## config.mk

```make
export PLATFORM = sky130hd
export DESIGN_NAME = hazard_controller_flat
export DESIGN_NICKNAME = d
export VERILOG_FILES = /design/src/rtl/hazard_controller_pkg.sv /design/src/rtl/hazard_controller_if.sv /design/src/rtl/hazard_controller_reg_scoreboard.sv /design/src/rtl/hazard_controller.sv /design/src/flat_wrapper.sv
export SDC_FILE = /design/constraint.sdc
export NUM_CORES = 1
export LEC_CHECK = 0
export CORE_UTILIZATION = 41
export CTS_BUF_LIST = sky130_fd_sc_hd__clkbuf_8 sky130_fd_sc_hd__clkbuf_16
export CTS_CLUSTER_DIAMETER = 200
export DETAILED_ROUTE_END_ITERATION = 12
export HOLD_SLACK_MARGIN = 0.02
export PLACE_DENSITY = 0.7
export SKIP_LAST_GASP = 1
export SYNTH_ARGS = -nofsm -noshare
export SYNTH_HDL_FRONTEND = slang
export SYNTH_SLANG_ARGS = --single-unit
```

## constraint.sdc

```tcl
create_clock -name clk -period 6.7 [get_ports clk]
set_input_delay 2.01 -clock clk [delete_from_list [all_inputs] [get_ports clk]]
set_output_delay 2.01 -clock clk [all_outputs]
set_load 0.02 [all_outputs]
```

## src/rtl/hazard_controller_pkg.sv

```systemverilog
// Shared definitions for the pipeline hazard controller: state encodings,
// PC source select values, default widths and the stage-control bundle.
package hazard_controller_pkg;

    localparam int HC_NUM_REGS       = 32;
    localparam int HC_REG_ADDR_WIDTH = 5;
    localparam int HC_PENDING_WIDTH  = 2;

    typedef enum logic [1:0] {
        HC_STATE_RUN         = 2'd0,
        HC_STATE_BRANCH_WAIT = 2'd1,
        HC_STATE_HALT        = 2'd2
    } hc_state_e;

    localparam logic PC_SRC_SEQ      = 1'b0;
    localparam logic PC_SRC_REDIRECT = 1'b1;

    // Every per-cycle pipeline control the controller drives.
    typedef struct packed {
        logic pc_wren;
        logic pc_src_redirect;
        logic if_id_wren;
        logic if_id_flush;
        logic id_ex_wren;
        logic id_ex_flush;
        logic ex_mem_wren;
        logic mem_wb_wren;
        logic ram_wren;
        logic reg_wren;
    } hc_ctrl_t;

endpackage

```

## src/rtl/hazard_controller_if.sv

```systemverilog
// Bundle between the CPU datapath (master) and the hazard controller (slave):
// ID/WB instruction attributes and halt request in, stage controls out.
interface hazard_controller_if
    import hazard_controller_pkg::*;
#(
    parameter int REG_ADDR_WIDTH = HC_REG_ADDR_WIDTH
);
    logic                      id_valid;
    logic [REG_ADDR_WIDTH-1:0] id_rs1_address;
    logic                      id_rs1_used;
    logic [REG_ADDR_WIDTH-1:0] id_rs2_address;
    logic                      id_rs2_used;
    logic [REG_ADDR_WIDTH-1:0] id_rd_address;
    logic                      id_reg_wren;
    logic                      id_is_control;
    logic                      wb_valid;
    logic                      wb_reg_wren;
    logic [REG_ADDR_WIDTH-1:0] wb_rd_address;
    logic                      wb_is_control;
    logic                      halt_req;

    logic pc_wren;
    logic pc_src_redirect;
    logic if_id_wren;
    logic if_id_flush;
    logic id_ex_wren;
    logic id_ex_flush;
    logic ex_mem_wren;
    logic mem_wb_wren;
    logic ram_wren;
    logic reg_wren;
    logic busy;

    modport master (
        output id_valid, id_rs1_address, id_rs1_used, id_rs2_address, id_rs2_used,
               id_rd_address, id_reg_wren, id_is_control,
               wb_valid, wb_reg_wren, wb_rd_address, wb_is_control, halt_req,
        input  pc_wren, pc_src_redirect, if_id_wren, if_id_flush, id_ex_wren,
               id_ex_flush, ex_mem_wren, mem_wb_wren, ram_wren, reg_wren, busy
    );

    modport slave (
        input  id_valid, id_rs1_address, id_rs1_used, id_rs2_address, id_rs2_used,
               id_rd_address, id_reg_wren, id_is_control,
               wb_valid, wb_reg_wren, wb_rd_address, wb_is_control, halt_req,
        output pc_wren, pc_src_redirect, if_id_wren, if_id_flush, id_ex_wren,
               id_ex_flush, ex_mem_wren, mem_wb_wren, ram_wren, reg_wren, busy
    );
endinterface

```

## src/rtl/hazard_controller_reg_scoreboard.sv

```systemverilog
// Per-register count of writes issued but not yet retired. Register 0 is
// never tracked. Counters hold rather than wrap; wrapping would be an
// upstream bug and is flagged by assertion.
module reg_scoreboard
    import hazard_controller_pkg::*;
#(
    parameter int NUM_REGS       = HC_NUM_REGS,
    parameter int REG_ADDR_WIDTH = HC_REG_ADDR_WIDTH,
    parameter int PENDING_WIDTH  = HC_PENDING_WIDTH
) (
    input  logic                      clk,
    input  logic                      reset,
    input  logic                      inc_en,
    input  logic [REG_ADDR_WIDTH-1:0] inc_addr,
    input  logic                      dec_en,
    input  logic [REG_ADDR_WIDTH-1:0] dec_addr,
    input  logic [REG_ADDR_WIDTH-1:0] lookup_a_addr,
    input  logic [REG_ADDR_WIDTH-1:0] lookup_b_addr,
    output logic                      lookup_a_pending,
    output logic                      lookup_b_pending,
    output logic                      any_pending
);
    logic [PENDING_WIDTH-1:0] pending_q [NUM_REGS];
    logic [PENDING_WIDTH-1:0] pending_d [NUM_REGS];
    logic                     overflow;
    logic                     underflow;

    // Next counter values: +1 on issue, -1 on retire, unchanged on both.
    always_comb begin
        overflow  = 1'b0;
        underflow = 1'b0;
        for (int r = 0; r < NUM_REGS; r++) begin
            pending_d[r] = pending_q[r];
        end
        pending_d[0] = '0;
        for (int r = 1; r < NUM_REGS; r++) begin
            if (inc_en && inc_addr == REG_ADDR_WIDTH'(r) &&
                !(dec_en && dec_addr == REG_ADDR_WIDTH'(r))) begin
                if (pending_q[r] == '1) overflow = 1'b1;
                else pending_d[r] = pending_q[r] + PENDING_WIDTH'(1);
            end else if (dec_en && dec_addr == REG_ADDR_WIDTH'(r) &&
                         !(inc_en && inc_addr == REG_ADDR_WIDTH'(r))) begin
                if (pending_q[r] == '0) underflow = 1'b1;
                else pending_d[r] = pending_q[r] - PENDING_WIDTH'(1);
            end
        end
    end

    // Counter storage.
    always_ff @(posedge clk or posedge reset) begin
        if (reset) begin
            for (int r = 0; r < NUM_REGS; r++) pending_q[r] <= '0;
        end else begin
            for (int r = 0; r < NUM_REGS; r++) pending_q[r] <= pending_d[r];
        end
    end

    // Flag illegal increments past the maximum or decrements below zero.
    always_ff @(posedge clk) begin
        if (!reset) begin
            assert (!overflow);
            assert (!underflow);
        end
    end

    // Lookups and the aggregate pending flag.
    always_comb begin
        lookup_a_pending = (lookup_a_addr != '0) && (pending_q[lookup_a_addr] != '0);
        lookup_b_pending = (lookup_b_addr != '0) && (pending_q[lookup_b_addr] != '0);
        any_pending      = 1'b0;
        for (int r = 1; r < NUM_REGS; r++) begin
            if (pending_q[r] != '0) any_pending = 1'b1;
        end
    end

endmodule

```

## src/rtl/hazard_controller.sv

```systemverilog
// Pipeline hazard controller for the 5-stage CPU: stalls ID on RAW hazards,
// serialises control flow until WB resolves the next PC, and freezes the
// whole pipeline on halt_req. Stage controls are combinational in the current
// state and ID/WB inputs so that a stall takes effect in the cycle it is seen.
// Optional macro HAZARD_CONTROLLER_PERF_EN adds stall/branch/halt cycle
// counters as extra outputs.
module hazard_controller
    import hazard_controller_pkg::*;
#(
    parameter int NUM_REGS       = HC_NUM_REGS,
    parameter int REG_ADDR_WIDTH = HC_REG_ADDR_WIDTH,
    parameter int PENDING_WIDTH  = HC_PENDING_WIDTH
) (
    input  logic               clk,
    input  logic               reset,
    hazard_controller_if.slave bus
`ifdef HAZARD_CONTROLLER_PERF_EN
    ,
    output logic [31:0]        perf_stall_cycles,
    output logic [31:0]        perf_branch_cycles,
    output logic [31:0]        perf_halt_cycles
`endif
);
    hc_state_e state_q, state_d;
    hc_state_e ret_state_q, ret_state_d;
    hc_state_e eff_state;
    hc_ctrl_t  ctrl;
    logic      rs1_pending, rs2_pending, any_pending;
    logic      raw_hazard, issue, redirect_take, retire, inc_en;

    reg_scoreboard #(
        .NUM_REGS       (NUM_REGS),
        .REG_ADDR_WIDTH (REG_ADDR_WIDTH),
        .PENDING_WIDTH  (PENDING_WIDTH)
    ) u_scoreboard (
        .clk              (clk),
        .reset            (reset),
        .inc_en           (inc_en),
        .inc_addr         (bus.id_rd_address),
        .dec_en           (retire),
        .dec_addr         (bus.wb_rd_address),
        .lookup_a_addr    (bus.id_rs1_address),
        .lookup_b_addr    (bus.id_rs2_address),
        .lookup_a_pending (rs1_pending),
        .lookup_b_pending (rs2_pending),
        .any_pending      (any_pending)
    );

    // While parked in HALT with halt_req already released, behave as the saved
    // state so the exit cycle does useful work (e.g. a pending redirect).
    always_comb begin
        eff_state     = (state_q == HC_STATE_HALT) ? ret_state_q : state_q;
        raw_hazard    = bus.id_valid &&
                        ((bus.id_rs1_used && rs1_pending) || (bus.id_rs2_used && rs2_pending));
        issue         = !bus.halt_req && eff_state == HC_STATE_RUN && bus.id_valid && !raw_hazard;
        redirect_take = !bus.halt_req && eff_state == HC_STATE_BRANCH_WAIT &&
                        bus.wb_valid && bus.wb_is_control;
        inc_en        = issue && bus.id_reg_wren && bus.id_rd_address != '0;
        retire        = bus.wb_valid && bus.wb_reg_wren && bus.wb_rd_address != '0 && ctrl.reg_wren;
    end

    // Stage controls for the current cycle.
    always_comb begin
        ctrl = '0;
        ctrl.pc_src_redirect = PC_SRC_SEQ;
        if (reset) begin
            ctrl.if_id_flush = 1'b1;
            ctrl.id_ex_flush = 1'b1;
        end else if (!bus.halt_req) begin
            case (eff_state)
                HC_STATE_RUN: begin
                    ctrl.id_ex_wren  = 1'b1;
                    ctrl.ex_mem_wren = 1'b1;
                    ctrl.mem_wb_wren = 1'b1;
                    ctrl.ram_wren    = 1'b1;
                    ctrl.reg_wren    = 1'b1;
                    if (raw_hazard) begin
                        ctrl.id_ex_flush = 1'b1;
                    end else begin
                        ctrl.pc_wren    = !(issue && bus.id_is_control);
                        ctrl.if_id_wren = 1'b1;
                        ctrl.if_id_flush = issue && bus.id_is_control;
                    end
                end
                HC_STATE_BRANCH_WAIT: begin
                    ctrl.if_id_wren  = 1'b1;
                    ctrl.if_id_flush = 1'b1;
                    ctrl.id_ex_wren  = 1'b1;
                    ctrl.id_ex_flush = 1'b1;
                    ctrl.ex_mem_wren = 1'b1;
                    ctrl.mem_wb_wren = 1'b1;
                    ctrl.ram_wren    = 1'b1;
                    ctrl.reg_wren    = 1'b1;
                    if (redirect_take) begin
                        ctrl.pc_wren         = 1'b1;
                        ctrl.pc_src_redirect = PC_SRC_REDIRECT;
                    end
                end
                default: ctrl = '0;
            endcase
        end
    end

    // Next state and the state to resume after a halt.
    always_comb begin
        state_d     = state_q;
        ret_state_d = ret_state_q;
        if (bus.halt_req) begin
            state_d = HC_STATE_HALT;
            if (state_q != HC_STATE_HALT) ret_state_d = state_q;
        end else begin
            case (eff_state)
                HC_STATE_RUN:         state_d = (issue && bus.id_is_control) ? HC_STATE_BRANCH_WAIT
                                                                             : HC_STATE_RUN;
                HC_STATE_BRANCH_WAIT: state_d = redirect_take ? HC_STATE_RUN : HC_STATE_BRANCH_WAIT;
                default:              state_d = HC_STATE_RUN;
            endcase
        end
    end

    // Controller state register.
    always_ff @(posedge clk or posedge reset) begin
        if (reset) begin
            state_q     <= HC_STATE_RUN;
            ret_state_q <= HC_STATE_RUN;
        end else begin
            state_q     <= state_d;
            ret_state_q <= ret_state_d;
        end
    end

    assign bus.pc_wren         = ctrl.pc_wren;
    assign bus.pc_src_redirect = ctrl.pc_src_redirect;
    assign bus.if_id_wren      = ctrl.if_id_wren;
    assign bus.if_id_flush     = ctrl.if_id_flush;
    assign bus.id_ex_wren      = ctrl.id_ex_wren;
    assign bus.id_ex_flush     = ctrl.id_ex_flush;
    assign bus.ex_mem_wren     = ctrl.ex_mem_wren;
    assign bus.mem_wb_wren     = ctrl.mem_wb_wren;
    assign bus.ram_wren        = ctrl.ram_wren;
    assign bus.reg_wren        = ctrl.reg_wren;
    assign bus.busy            = !reset && (state_q != HC_STATE_RUN || any_pending);

`ifdef HAZARD_CONTROLLER_PERF_EN
    logic [31:0] perf_stall_q, perf_stall_d;
    logic [31:0] perf_branch_q, perf_branch_d;
    logic [31:0] perf_halt_q, perf_halt_d;

    // Saturating cycle counters; a halted cycle counts only as halt.
    always_comb begin
        perf_stall_d  = perf_stall_q;
        perf_branch_d = perf_branch_q;
        perf_halt_d   = perf_halt_q;
        if (bus.halt_req) begin
            if (perf_halt_q != '1) perf_halt_d = perf_halt_q + 32'd1;
        end else if (eff_state == HC_STATE_BRANCH_WAIT) begin
            if (perf_branch_q != '1) perf_branch_d = perf_branch_q + 32'd1;
        end else if (eff_state == HC_STATE_RUN && raw_hazard) begin
            if (perf_stall_q != '1) perf_stall_d = perf_stall_q + 32'd1;
        end
    end

    // Performance counter storage.
    always_ff @(posedge clk or posedge reset) begin
        if (reset) begin
            perf_stall_q  <= '0;
            perf_branch_q <= '0;
            perf_halt_q   <= '0;
        end else begin
            perf_stall_q  <= perf_stall_d;
            perf_branch_q <= perf_branch_d;
            perf_halt_q   <= perf_halt_d;
        end
    end

    assign perf_stall_cycles  = perf_stall_q;
    assign perf_branch_cycles = perf_branch_q;
    assign perf_halt_cycles   = perf_halt_q;
`endif

endmodule

```

## src/flat_wrapper.sv

```systemverilog
// flat-port wrapper written by rule: the top's interface ports become plain ports
module hazard_controller_flat import hazard_controller_pkg::*;
#(
    parameter int NUM_REGS       = HC_NUM_REGS,
    parameter int REG_ADDR_WIDTH = HC_REG_ADDR_WIDTH,
    parameter int PENDING_WIDTH  = HC_PENDING_WIDTH
)
  (clk, reset, bus_id_valid, bus_id_rs1_address, bus_id_rs1_used, bus_id_rs2_address, bus_id_rs2_used, bus_id_rd_address, bus_id_reg_wren, bus_id_is_control, bus_wb_valid, bus_wb_reg_wren, bus_wb_rd_address, bus_wb_is_control, bus_halt_req, bus_pc_wren, bus_pc_src_redirect, bus_if_id_wren, bus_if_id_flush, bus_id_ex_wren, bus_id_ex_flush, bus_ex_mem_wren, bus_mem_wb_wren, bus_ram_wren, bus_reg_wren, bus_busy);
  hazard_controller_if #(.REG_ADDR_WIDTH(REG_ADDR_WIDTH)) bus_i ();
  input  logic clk;
  input  logic reset;
  input wire logic [$bits(bus_i.id_valid)-1:0] bus_id_valid;
  input wire logic [$bits(bus_i.id_rs1_address)-1:0] bus_id_rs1_address;
  input wire logic [$bits(bus_i.id_rs1_used)-1:0] bus_id_rs1_used;
  input wire logic [$bits(bus_i.id_rs2_address)-1:0] bus_id_rs2_address;
  input wire logic [$bits(bus_i.id_rs2_used)-1:0] bus_id_rs2_used;
  input wire logic [$bits(bus_i.id_rd_address)-1:0] bus_id_rd_address;
  input wire logic [$bits(bus_i.id_reg_wren)-1:0] bus_id_reg_wren;
  input wire logic [$bits(bus_i.id_is_control)-1:0] bus_id_is_control;
  input wire logic [$bits(bus_i.wb_valid)-1:0] bus_wb_valid;
  input wire logic [$bits(bus_i.wb_reg_wren)-1:0] bus_wb_reg_wren;
  input wire logic [$bits(bus_i.wb_rd_address)-1:0] bus_wb_rd_address;
  input wire logic [$bits(bus_i.wb_is_control)-1:0] bus_wb_is_control;
  input wire logic [$bits(bus_i.halt_req)-1:0] bus_halt_req;
  output wire logic [$bits(bus_i.pc_wren)-1:0] bus_pc_wren;
  output wire logic [$bits(bus_i.pc_src_redirect)-1:0] bus_pc_src_redirect;
  output wire logic [$bits(bus_i.if_id_wren)-1:0] bus_if_id_wren;
  output wire logic [$bits(bus_i.if_id_flush)-1:0] bus_if_id_flush;
  output wire logic [$bits(bus_i.id_ex_wren)-1:0] bus_id_ex_wren;
  output wire logic [$bits(bus_i.id_ex_flush)-1:0] bus_id_ex_flush;
  output wire logic [$bits(bus_i.ex_mem_wren)-1:0] bus_ex_mem_wren;
  output wire logic [$bits(bus_i.mem_wb_wren)-1:0] bus_mem_wb_wren;
  output wire logic [$bits(bus_i.ram_wren)-1:0] bus_ram_wren;
  output wire logic [$bits(bus_i.reg_wren)-1:0] bus_reg_wren;
  output wire logic [$bits(bus_i.busy)-1:0] bus_busy;
  assign bus_i.id_valid = bus_id_valid;
  assign bus_i.id_rs1_address = bus_id_rs1_address;
  assign bus_i.id_rs1_used = bus_id_rs1_used;
  assign bus_i.id_rs2_address = bus_id_rs2_address;
  assign bus_i.id_rs2_used = bus_id_rs2_used;
  assign bus_i.id_rd_address = bus_id_rd_address;
  assign bus_i.id_reg_wren = bus_id_reg_wren;
  assign bus_i.id_is_control = bus_id_is_control;
  assign bus_i.wb_valid = bus_wb_valid;
  assign bus_i.wb_reg_wren = bus_wb_reg_wren;
  assign bus_i.wb_rd_address = bus_wb_rd_address;
  assign bus_i.wb_is_control = bus_wb_is_control;
  assign bus_i.halt_req = bus_halt_req;
  assign bus_pc_wren = bus_i.pc_wren;
  assign bus_pc_src_redirect = bus_i.pc_src_redirect;
  assign bus_if_id_wren = bus_i.if_id_wren;
  assign bus_if_id_flush = bus_i.if_id_flush;
  assign bus_id_ex_wren = bus_i.id_ex_wren;
  assign bus_id_ex_flush = bus_i.id_ex_flush;
  assign bus_ex_mem_wren = bus_i.ex_mem_wren;
  assign bus_mem_wb_wren = bus_i.mem_wb_wren;
  assign bus_ram_wren = bus_i.ram_wren;
  assign bus_reg_wren = bus_i.reg_wren;
  assign bus_busy = bus_i.busy;
  hazard_controller #(.NUM_REGS(NUM_REGS), .REG_ADDR_WIDTH(REG_ADDR_WIDTH), .PENDING_WIDTH(PENDING_WIDTH)) u_core (.clk(clk), .reset(reset), .bus(bus_i));
endmodule
```

==> qor.yml, run 1 <==
run_status:
  outcome: "complete, no violations"
global_routing:
  grtUsageTotal_pct: 24.0
  grt_start_max_net_pins: 51
  grt_overflow: 0
  grt_pass1_wl_mm: 23.4
  antenna_found_initial: 0
  grt_pass1_vias: 4634
timing:
  hold_viol: 0
  max_freq_mhz: 152
  rsz0062_at_grt: "false"
  period_share_pct: 98.2
  finClkSkew_ns: 0.0104
  drv_slew: 0
  tightest_slew_ns: 1.06
  setup_viol: 0
  finalWorstSetupSlack_ns: 0.123
  slew_headroom_pct: 29.2
  hold-worst-slack_ns: 0.490
  post-route-min-period_ns: 6.58
floorplanning:
  fp-row-count: 40
  die_w_um: 113
  io_pins: 42
  start_util_pct: 42.0
  fp.dieH_um: 113
  core_area_sq_um: 12000
  die_area_sq_um: 12700
worst_hold_path:
  hp-class: "flop to flop"
  hold_depth: 1
  hp-start: "u_core.u_scoreboard.pending_q[54]"
  min_to: "u_core.u_scoreboard.pending_q[54]"
logic_synthesis:
  synth-main-ff-cell: "dfrtp_1"
  yosysMostFrequentCell: "nand2_1"
  synth_area_leaders: "dfrtp_1, ha_1, o21ai_0"
  syn_nets: 644
  ys_seq_elements: 66
  synth_edf_count: 0
  synth_top_area_share_pct: 32.9
  ys_types: 56
  syn_area_sq_um: 5020
  synth.avg_cell_area_sq_um: 8.63
  seq_area_frac_synth_pct: 32.9
  async_flop_share_pct: 100
  syn_inst: 582
  synth_common_cells: "nand2_1, dfrtp_1, o21ai_0"
  ys_warn_count: 0
  synth_largest_area_cell: "dfrtp_1"
cells_and_area:
  drive_above_1_share_pct: 8.51
  syn2layout_area_growth_pct: 19.6
  fin_cells: 793
  ff_latch_area_sq_um: 1650
  layout.nets: 703
  antennaDiodeCount: 0
  stdcell_area_sq_um: 6010
  multi_input_area_sq_um: 3230
  fillCellCount: 1103
detailed_routing:
  drtIter0Drc: 433
  vias: 4893
  wl_mm: 14.6
  vias_per_cell: 6.17
  drt_pre_antenna_iters: 6
  wl_met1_mm: 6.42
  ant_nets: 0
  wl_met2_mm: 6.74
  wl_per_cell_um: 18.5
  drc: 0
  routed-wl-met3_mm: 1.13
  maxUsedRoutingLayer: "met4"
critical_path:
  path_class: "input port to primary output"
  endpoint_kind: "primary output"
  r2r_start: "u_core.u_scoreboard.pending_q[45]"
  reg2reg_slack_ns: 3.20
  crit_slowest_cell: "or4_4"
  crit_required_ns: 4.69
  cp.arrival_ns: 4.57
  cp_cell_sequence: "clkdlybuf4s50_1 > inv_2 > mux4_2 > a211o_1 > or4_4 > o32ai_4 > a21boi_2 > dlygate4sd2_1"
  reg2reg_to: "u_core.u_scoreboard.pending_q[56]"
  cp-start-kind: "input port"
  slowest_delay_ns: 0.59
  rr_worst_depth: 11
  cp_max_fo: 4
run:
  maxCapViolCount: 0
pwr:
  p_leak_uw: 0.00274
  ir_worst_vdd_v: 0.000126
  p_total_uw: 1130
  power_density_nw_per_um2: 189
placement:
  gp_congestion: 0.897
  io_buffers: 41
  place_ws_ns: -0.226
  placed_area_sq_um: 5690
  place_inst: 776
  dp_hpwl_mm: 11.2
clocking:
  cts_tree: "built"
  cts_made_buffers: 9
  cts_buffer_depth: 2
  path_clk_slew_ns: 0.05
  cts-root-buf: "clkbuf_16"
  clkSinkCount: 66
  clk-insertion-delay-late_ns: 0.35
  h-tree-depth: 3
worst max-delay path by stage:
stage | startpoint | endpoint | cells after the start
floorplan | reset | bus_id_ex_flush | 3
global placement | bus_id_rs1_address[0] | bus_id_ex_flush | 8
detailed placement | bus_id_rs1_address[0] | bus_id_ex_flush | 8
CTS | bus_id_rs1_address[0] | bus_if_id_flush | 10
global route | bus_id_rs1_address[0] | bus_if_id_flush | 10
finish | bus_id_rs1_address[0] | bus_if_id_wren | 8
power by group:
| part | total, uW | internal (uW) | switching, uW |
|---|---|---|---|
| logic | 189 | 82.0 | 107 |
| clock network | 517 | 333 | 184 |
| registers | 428 | 412 | 15.8 |
registers in the layout (all words and copies together) (netlist names):
| name | count |
|---|---|
| u_core.state_q | 2 |
| u_core.ret_state_q | 2 |
| u_core.u_scoreboard.pending_q | 62 |
final cells by class:
cell class	count	area share [%]
multi-input combinational	488	53.7
sequential	66	27.5
timing repair buffer	66	9.77
clock buffer	10	3.98
tap	147	3.06
clock inverter	6	1.35
inverter	10	0.625
critical path: cells and delay by family:
family          cells  cell delay [ns]
compound gates      3             0.56
buf+inv             3             0.91
mux                 1             0.50
simple gates        1             0.59
metrics by stage:
step	util, %	TNS [ns]
final	50.2	0
after global placement	47.6	-0.592
after detailed placement	47.6	-0.639
after floorplan	-	0
after global routing	50.2	0
after CTS	50.2	0
cell usage in the layout (no fill, tap or decap), types with 3 or more instances in the layout:
master and instances:
o21ai_0 66, mux4_2 5, mux4_1 5, nand4_1 12, nand3b_1 3, inv_1 7, o31a_1 8, clkbuf_16 9
nor2_1 54, nor2b_1 43, inv_2 4, o21bai_1 24, nand4b_1 3, a21oi_1 31, nor3_1 38, mux2i_1 32
or3_1 5, nor4_1 8, nand3_1 6, buf_4 25, dfrtp_1 66, nand2b_1 3, nand2_1 74, clkdlybuf4s50_1 37
ha_1 31
logic make-up (layout without fill, tap and decap cells):
group / after synthesis / count (layout) / share of synthesized area, %
mux: 43 / 43 / 11.5
simple gates: 260 / 260 / 25.7
flops: 66 / 66 / 32.9
compound gates: 154 / 154 / 19.4
buf+inv: 28 / 92 / 2.89
fa+ha+maj: 31 / 31 / 7.72
metal layers:
| layer | global-route usage (%) | vias up |
|---|---|---|
| li1 | - | 2279 |
| met4 | 8.27 | 0 |
| met1 | 32.7 | 2365 |
| met5 | 0 | - |
| met2 | 38.2 | 215 |
| met3 | 4.77 | 34 |
what timing repair did:
item	in CTS	in global routing
endpoints found under the hold margin	0	0
gates resized for setup	5	4
hold buffers	0	0
buffers inserted	0	1
setup endpoints to repair	4	3
Power figures use the tool's default switching activity.
==> inputs of run 2 (changes only) <==
- ABC_AREA: default -> 1
==> run 2 against run 1 <==
Net effect: the run now ends with DRC left; power down 8.9%; die area down 1.7%; global-route usage down 1.6 points; first-iteration DRC count down 11%; clock skew down 0.0034 ns; worst setup slack better by 0.093 ns; critical path type unchanged.
==> qor.yml, run 2 <==
run_status:
  outcome: "finished, violations left"
  violations: "DRC"
timing:
  finClkSkew_ns: 0.00703
  period_share_pct: 96.8
  drv_slew: 0
  slew_headroom_pct: 42.7
  tns_ns: 0
  hold-worst-slack_ns: 0.489
  post-route-min-period_ns: 6.48
  setup_viol: 0
  rsz0062_at_grt: "false"
  tightest_slew_ns: 0.860
  hold_viol: 0
  finalWorstSetupSlack_ns: 0.216
  max_freq_mhz: 154
global_routing:
  antenna_found_initial: 0
  grtUsageTotal_pct: 22.4
  grt_pass1_vias: 4535
  grt_start_max_net_pins: 67
  grt_overflow: 0
  grt_pass1_wl_mm: 21.8
logic_synthesis:
  async_flop_share_pct: 100
  syn_inst: 745
  synth.avg_cell_area_sq_um: 6.63
  syn_nets: 807
  seq_area_frac_synth_pct: 33.4
  synth_area_leaders: "dfrtp_1, nor2_1, nand2_1"
  synth_edf_count: 0
  syn_area_sq_um: 4940
  ys_warn_count: 0
  synth_top_area_share_pct: 33.4
  synth_largest_area_cell: "dfrtp_1"
  yosysMostFrequentCell: "nor2_1"
  synth-main-ff-cell: "dfrtp_1"
  ys_types: 25
  synth_common_cells: "nor2_1, nand2_1, inv_1"
  ys_seq_elements: 66
clocking:
  path_clk_slew_ns: 0.05
  cts_setup_buffers: 0
  clkSinkCount: 66
  cts-root-buf: "clkbuf_16"
  cts_buffer_depth: 2
  h-tree-depth: 3
  cts_made_buffers: 9
  cts_tree: "built"
  clk-insertion-delay-late_ns: 0.34
detailed_routing:
  vias_per_cell: 5.26
  drtIter0Drc: 385
  wl_per_cell_um: 13.9
  drt_pre_antenna_iters: 9
  ant_nets: 0
  vias: 4937
  drc: 2
  wl_mm: 13.1
placement:
  gp_congestion: 0.903
  place_inst: 923
  place_ws_ns: 0.181
  io_buffers: 41
  dp_hpwl_mm: 10.1
critical_path:
  crit_required_ns: 4.69
  cp_cell_sequence: "clkdlybuf4s50_1 > inv_2 > nor2_2 > nand2_1 > nand2_1 > nor2_1 > nand2_1 > nand2_1 > nand2_1 > nand3_1 > nand3_1 > nand2_1 > nand2_4 > o211ai_1 > a21oi_1 > clkdlybuf4s50_1"
  crit_slowest_cell: "clkdlybuf4s50_1"
  reg2reg_slack_ns: 3.70
  cp.arrival_ns: 4.47
  cp-start-kind: "input port"
  endpoint_kind: "primary output"
  slowest_delay_ns: 0.62
  path_class: "input port to primary output"
  cp_common_cell: "nand2_1"
  cp_max_fo: 10
cells_and_area:
  reg_top3: "u_core.u_scoreboard.pending_q: 62 flops, u_core.ret_state_q: 2 flops, u_core.state_q: 2 flops"
  fin_cells: 939
  largest_register_ffs: 62
  drive_above_1_share_pct: 6.91
  mostFrequentLayoutCell: "nor2_1"
  largest_register: "u_core.u_scoreboard.pending_q"
  syn2layout_area_growth_pct: 17.0
  final_cell_mix: "nor2_1, nand2_1, inv_1"
  layout.nets: 853
  antennaDiodeCount: 0
floorplanning:
  start_util_pct: 42.7
  fp.dieH_um: 112
  fp-row-count: 39
  io_pins: 42
  die_w_um: 112
  die_area_sq_um: 12500
  core_area_sq_um: 11600
pwr:
  power_density_nw_per_um2: 179
  ir_worst_vdd_v: 0.000144
  p_leak_uw: 0.00273
run:
  maxCapViolCount: 0
worst_hold_path:
  hp-class: "flop to flop"
[run 2: changes by cell type in the layout (fill, tap and decap cells not counted), sizes merged, moves of 19 or more]
cell	before	now
nor2b	43	0
buf	25	6
nand3	6	40
inv	11	83
nand2	74	160
nor2	54	204
o31ai	0	22
nor3	38	2
o21bai	24	0
mux2i	32	0
[run 2: worst paths after layout]
| kind | cells past startpoint | from | endpoint |
|---|---|---|---|
| worst min register to register | 2 | u_core.u_scoreboard.pending_q[22] | u_core.u_scoreboard.pending_q[22] |
| min in group asynchronous | 3 | reset | u_core.state_q[0] |
| worst max-delay path | 16 | bus_id_rs1_address[0] | bus_pc_wren |
| worst min-delay path | 2 | u_core.u_scoreboard.pending_q[22] | u_core.u_scoreboard.pending_q[22] |
| max in group asynchronous | 3 | reset | u_core.u_scoreboard.pending_q[60] |
| worst max register to register | 17 | u_core.u_scoreboard.pending_q[52] | u_core.u_scoreboard.pending_q[6] |
[run 2: what timing repair did]
action	4_1_cts	5_1_grt
hold buffers	0	0
gates resized for setup	0	2
setup endpoints to repair	0	2
[run 2: power by group]
group	internal, uW	switching (uW)	total [uW]
combinational	54.8	89.5	144
sequential	406	4.67	411
clock	303	174	478
[run 2: kinds of logic (layout without fill, tap and decap cells)]
| kind of cell | Yosys count | after routing | synth area share [%] |
|---|---|---|---|
| adder cells (fa/ha/maj) | 31 | 31 | 7.85 |
| flip-flops | 66 | 66 | 33.4 |
| AO/OA/AOI/OAI | 124 | 124 | 13.8 |
| buffers and inverters | 92 | 143 | 8.03 |
| AND/OR/NAND/NOR | 432 | 432 | 36.9 |
[run 2: layout make-up]
class,count,area [sq um]
inverter,80,300
clock inverter,5,46.3
timing repair buffer,47,460
multi-input combinational,587,2890
tap,143,179
fill,1138,5780
sequential,66,1650
clock buffer,11,253
[run 2: worst max-delay path, delay by kind of cell]
kind | cells | cell delay [ns]
buffers and inverters | 3 | 1.34
AND/OR/NAND/NOR | 11 | 0.90
AO/OA/AOI/OAI | 2 | 0.22
[run 2: through the flow]
stage	utilization (%)	area [sq um]	total power, uW
floorplan	-	4940	506
finish	50.0	5780	1030
CTS	50.0	5780	1040
detailed placement	47.4	5480	561
global route	50.0	5780	1070
global placement	47.4	5480	562
[run 2: routing by layer]
metal | vias up | GRT usage [%] | part of all wire, %
li1 | 2510 | - | -
met3 | 26 | 6.04 | 6.3
met5 | - | 0 | 0
met2 | 149 | 35.9 | 46
met4 | 0 | 8.02 | 2.4
met1 | 2252 | 28.9 | 46
==> inputs of run 3 (changes only) <==
- CORE_UTILIZATION: 41 -> 55
- PLACE_DENSITY: 0.7 -> default
- PLACE_DENSITY_LB_ADDON: default -> 0.1
==> run 3 against run 2 <==
Net effect: register-to-register slack got worse by 0.17 ns; first-iteration DRC count shrank 17%; power shrank 7.4%; sequential cell count did not move; clock skew up 0.00083 ns; the run now ends clean; die area shrank 25%; largest power group is now sequential cells; sequential share of layout area up 0.50 points; combinational power barely moved; critical endpoint is now bus_if_id_flush; worst hold slack gained 0.0033 ns.
==> qor.yml, run 3 (synthesis results as in run 2) <==
cells_and_area:
  antennaDiodeCount: 0
  drive_above_1_share_pct: 7.29
  reg_top3: "u_core.u_scoreboard.pending_q: 62 flops, u_core.ret_state_q: 2 flops, u_core.state_q: 2 flops"
  syn2layout_area_growth_pct: 15.0
  mostFrequentLayoutCell: "nor2_1"
  largest_register: "u_core.u_scoreboard.pending_q"
  layout.nets: 853
  largest_register_ffs: 62
  final_cell_mix: "nor2_1, nand2_1, inv_1"
pwr:
  ir_worst_vdd_v: 0.0000974
  internal_power_uw: 700
  seqPwrFrac_pct: 42.9
  clkPwrFrac_pct: 41.9
  swShare_pct: 26.8
  power_density_nw_per_um2: 168
  pwr-share-comb_pct: 15.2
  p_leak_uw: 0.00269
  power_switching_uw: 257
clocking:
  cts-root-buf: "clkbuf_8"
  cts_made_buffers: 9
  cts_setup_buffers: 0
  path_clk_slew_ns: 0.07
  cts_buffer_depth: 2
  h-tree-depth: 3
  clkSinkCount: 66
  cts_tree: "built"
  hold_buffers: 0
  clk-insertion-delay-late_ns: 0.35
  cts_resized: 0
detailed_routing:
  vias_per_cell: 5.74
  drtIter0Drc: 320
  drt_pre_antenna_iters: 5
  ant_nets: 0
  wl_per_cell_um: 16.0
  vias: 5185
  wl_mm: 14.4
  drc: 0
placement:
  gp_congestion: 0.910
  io_buffers: 41
  dp_hpwl_mm: 11.1
floorplanning:
  die_w_um: 96.8
  core_area_sq_um: 8720
  fp.dieH_um: 96.8
  io_pins: 42
  start_util_pct: 56.6
  die_area_sq_um: 9360
  fp-row-count: 34
global_routing:
  met1_usage_pct: 41.3
  antenna_found_initial: 0
  met3_usage_pct: 6.29
  grt_pass1_wl_mm: 23.8
  grt_pass1_vias: 4957
  grt_overflow: 0
  grt_start_max_net_pins: 67
  grtUsageTotal_pct: 32.0
  grt-busiest-layer: "met2"
  use_met2_pct: 54.3
run_status:
  outcome: "complete, no violations"
timing:
  setup_viol: 0
  max_freq_mhz: 155
  hold-worst-slack_ns: 0.492
  drv_slew: 0
  post-route-min-period_ns: 6.47
  tightest_slew_ns: 0.856
  finClkSkew_ns: 0.00786
  hold_viol: 0
  rsz0062_at_grt: "false"
  slew_headroom_pct: 43.0
  tns_ns: 0
  period_share_pct: 96.5
worst_hold_path:
  hold_depth: 2
  hp-class: "flop to flop"
critical_path:
  crit_required_ns: 4.69
  cp.arrival_ns: 4.46
  crit_slowest_cell: "clkdlybuf4s50_1"
  cp_max_fo: 6
  slowest_delay_ns: 0.64
  endpoint_kind: "primary output"
  cp-start-kind: "input port"
  cp_cell_sequence: "clkdlybuf4s50_1 > inv_2 > nand2_1 > nor2_1 > nor2_1 > nand2_1 > nand2_1 > nand2_1 > nand2_1 > nand3_1 > nand3_1 > nand2_1 > nand2_4 > nand3_1 > nand2_1 > nand2_1 > nand2_1 > clkdlybuf4s50_1"
  rr_worst_depth: 15
  path_class: "input port to primary output"
  cp_common_cell: "nand2_1"
run:
  maxCapViolCount: 0
## run 3: cell types whose count changed in the layout (fill, tap and decap cells not counted)
cell and delta:
clkbuf_16 -9, bufinv_16 +1, clkinvlp_4 +1, nor2_4 +1
clkbuf_8 +10, inv_1 -3, nor2_2 -1
## run 3: metrics by stage
step | utilization, % | std cells | area, sq um | setup WS, ns | power (uW)
2_1_floorplan | - | 745 | 4940 | 0.493 | 506
3_3_place_gp | 62.3 | 888 | 5430 | 0.178 | 559
3_5_place_dp | 62.3 | 888 | 5430 | 0.156 | 561
4_1_cts | 65.0 | 904 | 5670 | 0.151 | 960
5_1_grt | 65.2 | 904 | 5680 | 0.0420 | 990
6_report | 65.2 | 904 | 5680 | 0.234 | 957
## run 3: critical path: cells and delay by family
kind	cells	cell delay, ns
buffers and inverters	3	1.29
AND/OR/NAND/NOR	15	1.13
## run 3: final timing paths
path / slack (ns) / start / to
max reg2reg: 3.53 / u_core.u_scoreboard.pending_q[17] / u_core.u_scoreboard.pending_q[30]
max in group asynchronous: 3.70 / reset / u_core.u_scoreboard.pending_q[29]
min in group asynchronous: 2.41 / reset / u_core.ret_state_q[0]
max: 0.23 / bus_id_rs1_address[1] / bus_if_id_flush
min: 0.49 / u_core.u_scoreboard.pending_q[22] / u_core.u_scoreboard.pending_q[22]
min reg2reg: 0.49 / u_core.u_scoreboard.pending_q[22] / u_core.u_scoreboard.pending_q[22]
## run 3: metal layers
metal,share of wire [%],routed length [um]
met5,0,0
met4,1.8,263
met3,7.2,1040
met2,48,6890
met1,43,6250
## run 3: cell type report
type	instances	area [sq um]
sequential	66	1650
fill	752	3040
timing repair buffer	47	460
clock inverter	4	72.6
clock buffer	12	165
inverter	80	300
tap	108	135
multi-input combinational	587	2900
## run 3: power by group through the flow
stage               clock [uW]  sequential (uW)  combinational, uW
floorplan                    0              416               90.1
global placement             0              417                142
detailed placement           0              418                144
CTS                        406              410                145
global route               418              411                161
finish                     401              410                146
